### config.mk
export PLATFORM = sky130hd
export DESIGN_NAME = scfifo_showahead
export DESIGN_NICKNAME = d
export VERILOG_FILES = /design/src/rtl/scfifo_pkg.sv /design/src/rtl/generic_m20k.sv /design/src/rtl/scfifo_sa_prefetch.sv /design/src/rtl/scfifo_showahead.sv
export SDC_FILE = /design/constraint.sdc
export NUM_CORES = 1
export LEC_CHECK = 0
export BUFFER_PORTS_ARGS = -buffer_cell sky130_fd_sc_hd__buf_2
export CAP_MARGIN = 20
export CELL_PAD_IN_SITES_DETAIL_PLACEMENT = 1
export CELL_PAD_IN_SITES_GLOBAL_PLACEMENT = 2
export CORE_UTILIZATION = 51
export DETAILED_ROUTE_END_ITERATION = 8
export GPL_TIMING_DRIVEN = 1
export HOLD_SLACK_MARGIN = 0.15
export PLACE_DENSITY_LB_ADDON = 0.12
export SETUP_SLACK_MARGIN = 0.05
export SLEW_MARGIN = 25
export SYNTH_ARGS = -nofsm -noshare
export SYNTH_HDL_FRONTEND = slang
export SYNTH_SLANG_ARGS = --single-unit
### constraint.sdc
create_clock -name clock -period 7 [get_ports clock]
set_input_delay 1.4 -clock clock [delete_from_list [all_inputs] [get_ports clock]]
set_output_delay 1.4 -clock clock [all_outputs]
set_load 0.02 [all_outputs]
### src/rtl/scfifo_pkg.sv
// Shared types and helpers for the single-clock FIFO family.
package scfifo_pkg;

    typedef enum logic [1:0] {
        RAM_LAT_1 = 2'd1,
        RAM_LAT_2 = 2'd2
    } ram_lat_t;

    localparam int unsigned CNT_EXTRA_BITS = 1;
    localparam int unsigned PTR_FN_W       = 16;

    function automatic int unsigned cnt_width(input int unsigned log_depth);
        return log_depth + CNT_EXTRA_BITS;
    endfunction

    function automatic ram_lat_t to_ram_lat(input int unsigned lat);
        return (lat == 2) ? RAM_LAT_2 : RAM_LAT_1;
    endfunction

    // Pointers wrap at the configured capacity, which need not be a power of two.
    function automatic logic [PTR_FN_W-1:0] wrap_inc(input logic [PTR_FN_W-1:0] ptr,
                                                     input int unsigned num_words);
        return (ptr == PTR_FN_W'(num_words - 1)) ? '0 : ptr + PTR_FN_W'(1);
    endfunction

endpackage

### src/rtl/generic_m20k.sv
// Simple dual-port block RAM: one write port, one read port, optional output register.
module generic_m20k #(
    parameter int unsigned WIDTH           = 20,
    parameter int unsigned ADDR_W          = 5,
    parameter int unsigned NUM_WORDS       = 32,
    parameter int unsigned READ_OUTPUT_REG = 0,
    parameter string       FAMILY          = "Agilex"
) (
    input  logic              clk_i,
    input  logic              wren_i,
    input  logic [ADDR_W-1:0] waddr_i,
    input  logic [WIDTH-1:0]  wdata_i,
    input  logic              rden_i,
    input  logic [ADDR_W-1:0] raddr_i,
    output logic [WIDTH-1:0]  rdata_o
);

    logic [WIDTH-1:0] mem_q [NUM_WORDS];
    logic [WIDTH-1:0] rd_q;

    always_ff @(posedge clk_i) begin
        if (wren_i) mem_q[waddr_i] <= wdata_i;
    end

    always_ff @(posedge clk_i) begin
        if (rden_i) rd_q <= mem_q[raddr_i];
    end

    if (READ_OUTPUT_REG != 0) begin : g_oreg
        logic [WIDTH-1:0] oreg_q;
        always_ff @(posedge clk_i) oreg_q <= rd_q;
        assign rdata_o = oreg_q;
    end else begin : g_noreg
        assign rdata_o = rd_q;
    end

endmodule

### src/rtl/scfifo_sa_prefetch.sv
// Show-ahead output stage: output register plus skid buffer absorbing RAM read latency.
module scfifo_sa_prefetch
    import scfifo_pkg::*;
#(
    parameter int unsigned WIDTH       = 20,
    parameter int unsigned RAM_LATENCY = 1
) (
    input  logic             clk_i,
    input  logic             rst_n_i,
    input  logic             sclr_i,
    input  logic             ram_avail_i,
    input  logic [WIDTH-1:0] ram_data_i,
    input  logic             rd_ok_i,
    output logic             rd_issue_o,
    output logic [WIDTH-1:0] q_o,
    output logic             empty_o
);

    localparam int unsigned SKID = RAM_LATENCY;
    localparam int unsigned OCC_W = 3;

    logic [RAM_LATENCY-1:0] pend_q, pend_d;
    logic [WIDTH-1:0]       skid_q [SKID];
    logic [WIDTH-1:0]       skid_d [SKID];
    logic [1:0]             skid_cnt_q, skid_cnt_d;
    logic [WIDTH-1:0]       out_q, out_d;
    logic                   out_vld_q, out_vld_d;
    logic                   in_valid, take, push;
    logic [OCC_W-1:0]       occ;

    assign in_valid = pend_q[RAM_LATENCY-1];

    // Credit counts in-flight reads plus buffered words after this cycle's pop,
    // so a full-rate stream keeps issuing without bubbles or drops.
    assign occ = OCC_W'($countones(pend_q)) + OCC_W'(out_vld_q) + OCC_W'(skid_cnt_q)
               - OCC_W'(rd_ok_i);
    assign rd_issue_o = ram_avail_i & (occ < OCC_W'(RAM_LATENCY + 1));

    always_comb begin
        pend_d     = RAM_LATENCY'({pend_q, rd_issue_o});
        skid_d     = skid_q;
        skid_cnt_d = skid_cnt_q;
        out_d      = out_q;
        out_vld_d  = out_vld_q;
        take       = ~out_vld_q | rd_ok_i;
        push       = in_valid;
        if (take) begin
            if (skid_cnt_q != 2'd0) begin
                out_d     = skid_q[0];
                out_vld_d = 1'b1;
                for (int unsigned i = 0; i + 1 < SKID; i++) skid_d[i] = skid_q[i + 1];
                skid_cnt_d = skid_cnt_q - 2'd1;
            end else if (in_valid) begin
                out_d     = ram_data_i;
                out_vld_d = 1'b1;
                push      = 1'b0;
            end else begin
                out_vld_d = 1'b0;
            end
        end
        if (push) begin
            for (int unsigned i = 0; i < SKID; i++) begin
                if (2'(i) == skid_cnt_d) skid_d[i] = ram_data_i;
            end
            skid_cnt_d = skid_cnt_d + 2'd1;
        end
    end

    always_ff @(posedge clk_i or negedge rst_n_i) begin
        if (!rst_n_i) begin
            pend_q     <= '0;
            skid_cnt_q <= '0;
            out_q      <= '0;
            out_vld_q  <= 1'b0;
            for (int unsigned i = 0; i < SKID; i++) skid_q[i] <= '0;
        end else if (sclr_i) begin
            pend_q     <= '0;
            skid_cnt_q <= '0;
            out_q      <= '0;
            out_vld_q  <= 1'b0;
            for (int unsigned i = 0; i < SKID; i++) skid_q[i] <= '0;
        end else begin
            pend_q     <= pend_d;
            skid_cnt_q <= skid_cnt_d;
            out_q      <= out_d;
            out_vld_q  <= out_vld_d;
            skid_q     <= skid_d;
        end
    end

    assign q_o     = out_q;
    assign empty_o = ~out_vld_q;

endmodule

### src/rtl/scfifo_showahead.sv
// Single-clock show-ahead FIFO: q holds the head word whenever empty is low.
module scfifo_showahead
    import scfifo_pkg::*;
#(
    parameter int unsigned LOG_DEPTH               = 5,
    parameter int unsigned NUM_WORDS               = 2**LOG_DEPTH,
    parameter int unsigned WIDTH                   = 20,
    parameter int unsigned RAM_LATENCY             = 1,
    parameter int unsigned ALLOW_RWCYCLE_WHEN_FULL = 0,
    parameter string       FAMILY                  = "Agilex"
) (
    input  logic               clock,
    input  logic               aclr_n,
    input  logic               sclr,
    input  logic [WIDTH-1:0]   data,
    input  logic               wrreq,
    input  logic               rdreq,
    input  logic [LOG_DEPTH:0] af_thresh,
    input  logic [LOG_DEPTH:0] ae_thresh,
    output logic [WIDTH-1:0]   q,
    output logic [LOG_DEPTH:0] usedw,
    output logic               empty,
    output logic               full,
    output logic               almost_empty,
    output logic               almost_full,
    output logic               overflow,
    output logic               underflow
);

    localparam int unsigned CW  = cnt_width(LOG_DEPTH);
    localparam ram_lat_t    LAT = to_ram_lat(RAM_LATENCY);

    logic [LOG_DEPTH-1:0] wr_ptr_q, wr_ptr_d, rd_ptr_q, rd_ptr_d;
    logic [CW-1:0]        ram_cnt_q, ram_cnt_d, usedw_q, usedw_d;
    logic                 full_q, af_q, ae_q, ovf_q, unf_q;
    logic                 wr_ok, rd_ok, rd_issue;
    logic [WIDTH-1:0]     ram_rdata;

    assign rd_ok = rdreq & ~empty;
    assign wr_ok = wrreq & (~full_q | ((ALLOW_RWCYCLE_WHEN_FULL != 0) & rd_ok));

    always_comb begin
        wr_ptr_d  = wr_ok    ? LOG_DEPTH'(wrap_inc(PTR_FN_W'(wr_ptr_q), NUM_WORDS)) : wr_ptr_q;
        rd_ptr_d  = rd_issue ? LOG_DEPTH'(wrap_inc(PTR_FN_W'(rd_ptr_q), NUM_WORDS)) : rd_ptr_q;
        ram_cnt_d = ram_cnt_q + CW'(wr_ok) - CW'(rd_issue);
        usedw_d   = usedw_q + CW'(wr_ok) - CW'(rd_ok);
    end

    always_ff @(posedge clock or negedge aclr_n) begin
        if (!aclr_n) begin
            wr_ptr_q  <= '0;
            rd_ptr_q  <= '0;
            ram_cnt_q <= '0;
            usedw_q   <= '0;
            full_q    <= 1'b0;
            af_q      <= 1'b0;
            ae_q      <= 1'b1;
            ovf_q     <= 1'b0;
            unf_q     <= 1'b0;
        end else if (sclr) begin
            wr_ptr_q  <= '0;
            rd_ptr_q  <= '0;
            ram_cnt_q <= '0;
            usedw_q   <= '0;
            full_q    <= 1'b0;
            af_q      <= 1'b0;
            ae_q      <= 1'b1;
            ovf_q     <= 1'b0;
            unf_q     <= 1'b0;
        end else begin
            wr_ptr_q  <= wr_ptr_d;
            rd_ptr_q  <= rd_ptr_d;
            ram_cnt_q <= ram_cnt_d;
            usedw_q   <= usedw_d;
            full_q    <= (usedw_d == CW'(NUM_WORDS));
            af_q      <= (usedw_d >= af_thresh);
            ae_q      <= (usedw_d < ae_thresh);
            ovf_q     <= ovf_q | (wrreq & ~wr_ok);
            unf_q     <= unf_q | (rdreq & ~rd_ok);
        end
    end

    generic_m20k #(
        .WIDTH          (WIDTH),
        .ADDR_W         (LOG_DEPTH),
        .NUM_WORDS      (NUM_WORDS),
        .READ_OUTPUT_REG((LAT == RAM_LAT_2) ? 1 : 0),
        .FAMILY         (FAMILY)
    ) u_ram (
        .clk_i  (clock),
        .wren_i (wr_ok),
        .waddr_i(wr_ptr_q),
        .wdata_i(data),
        .rden_i (rd_issue),
        .raddr_i(rd_ptr_q),
        .rdata_o(ram_rdata)
    );

    scfifo_sa_prefetch #(
        .WIDTH      (WIDTH),
        .RAM_LATENCY(RAM_LATENCY)
    ) u_prefetch (
        .clk_i      (clock),
        .rst_n_i    (aclr_n),
        .sclr_i     (sclr),
        .ram_avail_i(ram_cnt_q != '0),
        .ram_data_i (ram_rdata),
        .rd_ok_i    (rd_ok),
        .rd_issue_o (rd_issue),
        .q_o        (q),
        .empty_o    (empty)
    );

    assign usedw        = usedw_q;
    assign full         = full_q;
    assign almost_full  = af_q;
    assign almost_empty = ae_q;
    assign overflow     = ovf_q;
    assign underflow    = unf_q;

endmodule
Yosys cells after proc, flatten, opt, wreduce, memory -nomap -nowiden

Memory sizes are Yosys's and may differ from the RTL's. A register that Yosys moved wholly into a read port is not among the register bits.
Cells that the tools add are included.

Equal/unequal tests: 3
Order comparisons: 3
Reduce and logical (&&, ||, !) cells: 11
Bitwise logic cells: 12
Add/sub/neg operators: 11
Muxes and demuxes: 33

Operator list:

| cell                | count |
|---|---|
| $mux 20             | 7 |
| $mux 5              | 6 |
| $mux 1              | 14 |
| $add 6x1->6         | 2 |
| $mux 6              | 2 |
| $reduce_bool 2->1   | 6 |
| $sub 6x1->6         | 2 |
| $add 5x1->5 const B | 2 |
| $eq 5x5->1 const B  | 2 |
| $mux 2              | 4 |
| $eq 6x6->1 const B  | 1 |
| $ge 6x6->1          | 1 |
| $lt 6x6->1          | 1 |
| $reduce_bool 6->1   | 1 |
| $and 1x1->1         | 5 |
| $not 1->1           | 4 |
| $reduce_and 2->1    | 2 |
| $add 3x2->3         | 1 |
| $lt 3x2->1 const B  | 1 |
| $or 1x1->1          | 3 |
| $reduce_bool 3->1   | 1 |
| $sub 3x1->3         | 1 |
| $add 1x1->2         | 1 |
| $add 2x1->2 const B | 1 |
| other kinds (2)     | 2 |

Memories: 1
Bits of input ports: 37
Logic and storage cells: 88
Output and inout port bits: 32
Bits in registers: 71
Memory bits (writable): 640

Memories:

| name        | words | bits a word | read ports | clocked after memory_dff | wr ports | line               | RTL |
|---|---|---|---|---|---|---|---|
| u_ram.mem_q | 32    | 20          | 1          | 1                        | 1        | generic_m20k.sv:18 | `logic [WIDTH-1:0] mem_q [NUM_WORDS];` |

Longest topological paths before layout

Depth after elaboration: 7
Gate-level depth with buffers: 17
Mapped depth without buffers: 16

Modules after synthesis

A second synthesis with hierarchy kept.

Cell total of the unflattened synthesis: 1785
Area total of the unflattened synthesis: 29943.7 sq um

Modules (own cells, without submodules):

| module             | area an instance (sq um) | instances | cells each | sequential area each (sq um) |
|---|---|---|---|---|
| generic_m20k       | 25753.4                  | 1         | 1414       | 19819.0 |
| scfifo_sa_prefetch | 2311.0                   | 1         | 178        | 1101.1 |
| scfifo_showahead   | 1879.3                   | 1         | 193        | 676.9 |

Worst setup path before layout

No wires, ideal clock.

Path kind: input port to flip-flop
From: input port rdreq
To: register ram_cnt_q[4]
Slack: 2.698 ns
Stages on the path: 16
Required time: 6.868 ns
Data arrival time: 4.170 ns
Library setup time: 0.132 ns
Path buffers: 0
Cell sequence: nand2_1 -> xnor2_1 -> nand2_1 -> fa_1 -> xor2_1 -> nand3_1 -> inv_1 -> nand2_1 -> nand2_1 -> ha_1 -> fa_1 -> a21oi_1 -> nor2_1 -> nor2_1 -> xor2_1 -> nor2_1

Longest elaborated chain between the ends: 6

RTL lines:

| element              | line                     | RTL |
|---|---|---|
| from (decl)          | scfifo_showahead.sv:17   | `input logic rdreq,` |
| $and 1x1->1          | scfifo_showahead.sv:39   | `assign rd_ok = rdreq & ~empty;` |
| $sub 3x1->3          | scfifo_sa_prefetch.sv:36 | `- OCC_W'(rd_ok_i);` |
| $lt 3x2->1           | scfifo_sa_prefetch.sv:37 | `assign rd_issue_o = ram_avail_i & (occ < OCC_W'(RAM_LATENCY + 1));` |
| $and 1x1->1          | scfifo_sa_prefetch.sv:37 |  |
| net rd_issue         | scfifo_showahead.sv:36   | `logic wr_ok, rd_ok, rd_issue;` |
| $sub 6x1->6          | scfifo_showahead.sv:45   | `ram_cnt_d = ram_cnt_q + CW'(wr_ok) - CW'(rd_issue);` |
| $mux 6               | scfifo_showahead.sv:60   | `end else if (sclr) begin` |
| to (signal assigned) | scfifo_showahead.sv:73   | `ram_cnt_q <= ram_cnt_d;` |
| to (decl)            | scfifo_showahead.sv:34   | `logic [CW-1:0] ram_cnt_q, ram_cnt_d, usedw_q, usedw_d;` |

The timed path passes the listed nets, and every way through them passes these cells.
A chain may end at the register's enable or synchronous reset.

Worst setup path after layout

From: register u_prefetch.skid_cnt_q[1]
To: register ram_cnt_q[4]

Longest elaborated chain between the ends: 6

RTL lines:

| element                | line                     | RTL |
|---|---|---|
| from (decl)            | scfifo_sa_prefetch.sv:25 | `logic [1:0] skid_cnt_q, skid_cnt_d;` |
| from (signal assigned) | scfifo_sa_prefetch.sv:84 | `skid_cnt_q <= skid_cnt_d;` |
| $add 3x2->3            | scfifo_sa_prefetch.sv:35 | `assign occ = OCC_W'($countones(pend_q)) + OCC_W'(out_vld_q) + OCC_W'(skid_cnt_q)` |
| $sub 3x1->3            | scfifo_sa_prefetch.sv:36 |  |
| $lt 3x2->1             | scfifo_sa_prefetch.sv:37 |  |
| $and 1x1->1            | scfifo_sa_prefetch.sv:37 |  |
| net rd_issue           | scfifo_showahead.sv:36   |  |
| $sub 6x1->6            | scfifo_showahead.sv:45   |  |
| $mux 6                 | scfifo_showahead.sv:60   |  |

The timed path passes the listed nets, and every way through them passes these cells.

==> impl_metrics.csv <==
group,metric,value,unit
logic_synthesis,synth-xor-area-share,0.330,%
worst_setup_path,cp.required,7.47,ns
sta,fmax,230,MHz
sta,hold_viol,0,
clock_network,cts_tree,"built",
routing,firstDrtPassIters,5,
worst_setup_path,slowest_delay,0.85,ns
routing,wire_per_inst,26.8,um
worst_setup_path,cp-start-kind,"register",
layout,stdcell_area,32900,um^2
place,dpl.cell_count,2443,
global_routing,antenna_found_initial,0,
logic_synthesis,syn_avg_cell_area,17.3,um^2
floorplan,core,56500,um^2
worst_setup_path,cp_num_cells,15,
logic_synthesis,ys_ff_latch,731,
pwr,p_leak,10.7,nW
place,gp_congestion,0.806,
logic_synthesis,synth-adder-area-share,1.62,%
floorplan,dieArea,58200,um^2
routing,drtAntennaViolNets,0,
logic_synthesis,syn_inst,1683,
global_routing,grt_overflow,0,
worst_setup_path,cp_common_cell,"nor2_1",
worst_setup_path,critPathKind,"register to register",
global_routing,grt_max_degree,91,
sta,clock_skew,0.0174,ns
pwr,pwr-share-comb,18.6,%
floorplan,num_rows,87,
logic_synthesis,synth-compound-area-share,5.16,%
clock_network,cts_buffer_depth,3,
sta,worst_pin_slew,0.943,ns
pwr,pwr_density_cell,344,nW/um^2
routing,postRouteWirelength,69300,um
worst_setup_path,worst_setup_path_end_kind,"register",
global_routing,grt_pass1_vias,16000,
logic_synthesis,synth_top_cell_by_area,"edfxtp_1",
place,dpl_cell_area,30500,um^2
clock_network,cts-root-buf,"clkbuf_16",
logic_synthesis,synthTopCellsByArea,"edfxtp_1, mux4_2, dfrtp_1",
logic_synthesis,synthArstFlopShare,9.71,%
pwr,power_switching,3.07,mW
layout,instances_no_fill,2584,
sta,whs,0.500,ns
min_path,min_path_type,"register to register",
clock_network,cts_buffers,77,
logic_synthesis,ys_types,51,
floorplan,ios,69,
logic_synthesis,synthesis.yosys.warnings,0,
worst_setup_path,path_buf_inv,2,
global_routing,grt_pass1_wl,103000,um
routing,drt_iter0_drc,1189,
floorplan,die_y,241,um
pwr,pwr-share-seq,46.0,%
floorplan,start_util,51.6,%
global_routing,track_usage,24.6,%
logic_synthesis,synth.area.mux_share,11.7,%
clock_network,cts.repair.resized,0,
worst_setup_path,slowest_stage,"dfrtp_1",
floorplan,dieWidth,241,um
logic_synthesis,synthTopCellsByCount,"edfxtp_1, mux2i_1, a21oi_1, nand2_1",
logic_synthesis,synth.cell_area,29200,um^2
clock_network,cts.sinks,731,
logic_synthesis,synth_edf_count,660,
status,outcome,"complete, no violations",
layout,final_layout_size_suffix_gt1_share,18.2,%
logic_synthesis,synth_top_area_share,67.9,%
clock_network,cts_hold_buf,0,
worst_setup_path,crit_family,"adder cells",
routing,drc_errors,0,
logic_synthesis,synthFlopType,"edfxtp_1",
logic_synthesis,synth-simple-area-share,5.04,%
place,io_buffer_count,68,
place,dp_hpwl,42300,um
sta,maxSlewHeadroom,37.2,%
sta,finalCritPeriodShare,62.1,%
layout,areaGrowthSynthToFinish,13.0,%
layout,fin_util,58.3,%
sta,min_period,4.34,ns
sta,rsz0062_at_grt,"false",
routing,dr_total_vias,15400,
worst_setup_path,rr_worst_depth,15,
job,drv_cap,0,
worst_setup_path,arrival,4.82,ns
layout,nets,1839,
pwr,p_clk_share,35.4,%
pwr,vdd_ir_drop_max,0.225,mV
clock_network,htreeDepth,3,
routing,viasPerCell,5.95,
clock_network,post_cts.repair.setup_buffers,0,
logic_synthesis,yosysMostFrequentCell,"edfxtp_1",
pwr,intPower,8.26,mW
pwr,switching_share,27.1,%
sta,final_max_slew_viol_count,0,
clock_network,cts.clk_slew.worst_paths,0.06,ns
logic_synthesis,seq_area_frac_synth,74.0,%
logic_synthesis,synth_top_family_by_area,"multiplexers",
layout,antenna_cells,0,
min_path,holdPathStages,2,
worst_setup_path,cp_cell_sequence,"inv_1 > ha_1 > fa_1 > xor2_1 > nand3_1 > inv_1 > nand2_1 > nand2_1 > ha_1 > fa_1 > a21oi_1 > nor2_1 > nor2_1 > xor2_1 > nor2_1",
clock_network,clk_latency,0.62,ns
logic_synthesis,syn-num-nets,1756,
sta,tns,0,ns
worst_setup_path,crit_fanout,27,
sta,finalSetupViolations,0,
[worst min-delay path: cells and delay by family, from the launching register on]
kind	cells	cell delay [ns]
and+or+nand+nor	1	0.07
DFF	1	0.35
AOI/OAI and AO/OA	1	0.04
[cell families after synthesis]
family          after synthesis
flops                       731
simple gates                303
mux                         240
compound gates              235
buf+inv                     127
fa+ha+maj                    36
xor+xnor                     11
[path summary, 6_finish.rpt]
check / startpoint / end / slack (ns)
setup reg to reg: u_prefetch.skid_cnt_q[1] / ram_cnt_q[4] / 2.66
hold / removal: underflow / underflow / 0.50
setup / recovery: u_prefetch.skid_cnt_q[1] / ram_cnt_q[4] / 2.66
min in group asynchronous: aclr_n / overflow / 0.78
max in group asynchronous: aclr_n / rd_ptr_q[0] / 5.66
hold reg to reg: underflow / underflow / 0.50
[metal layers]
layer,GRT usage (%),vias up,share of wire [%]
li1,-,6791,-
met1,35.3,8070,44
met2,38.3,434,47
met4,10.0,0,3.3
met3,3.42,89,5.0
met5,0,-,0
[cells in the final DEF, fill, tap and decap left out, drive strengths merged, types with 6 or more instances in the layout]
master  netlist  final
edfxtp      660    660
mux2i       160    160
clkbuf       41    104
buf          57    102
a21oi        86     86
nand2        83     83
mux4         80     80
a22oi        80     80
nor2         75     75
dfrtp        70     70
nor2b        49     49
nand3        44     44
ha           33     33
inv          29     32
o21ai        30     30
clkinv        0     26
nand4        21     21
a311oi       20     20
xnor2         7      7
bufinv        0      7
nand3b        6      6
[through the flow]
stage          worst slack (ns)  total power, mW
6_report                   2.66             11.3
5_1_grt                    2.26             11.8
4_1_cts                    2.59             11.5
3_5_place_dp               2.03             7.44
3_3_place_gp               2.12             7.32
2_1_floorplan              2.70             6.77
[registers in the layout (all words and copies together) (netlist names), 2 cells and up]
| name | cells |
|---|---|
| u_prefetch.skid_cnt_q | 2 |
| rd_ptr_q | 5 |
| u_prefetch.skid_q | 20 |
| u_ram.mem_q | 640 |
| u_ram.rdata_o | 20 |
| wr_ptr_q | 5 |
| usedw | 6 |
| u_prefetch.q_o | 20 |
| ram_cnt_q | 6 |
[final cells by class]
class	count	area, um^2
Clock buffer	104	2090
Clock inverter	37	375
Fill cell	5000	23500
Inverter	29	109
Multi-Input combinational cell	825	7140
Sequential cell	731	21600
Tap cell	756	946
Timing Repair Buffer	102	679
[power by group through the flow]
stage	sequential, mW	combinational [mW]	clock, mW
floorplan	5.27	1.51	0
global placement	5.30	2.02	0
detailed placement	5.31	2.12	0
CTS	5.22	2.14	4.10
global route	5.25	2.33	4.24
finish	5.21	2.11	4.01
No activity file was read; power rests on OpenSTA's default activity.
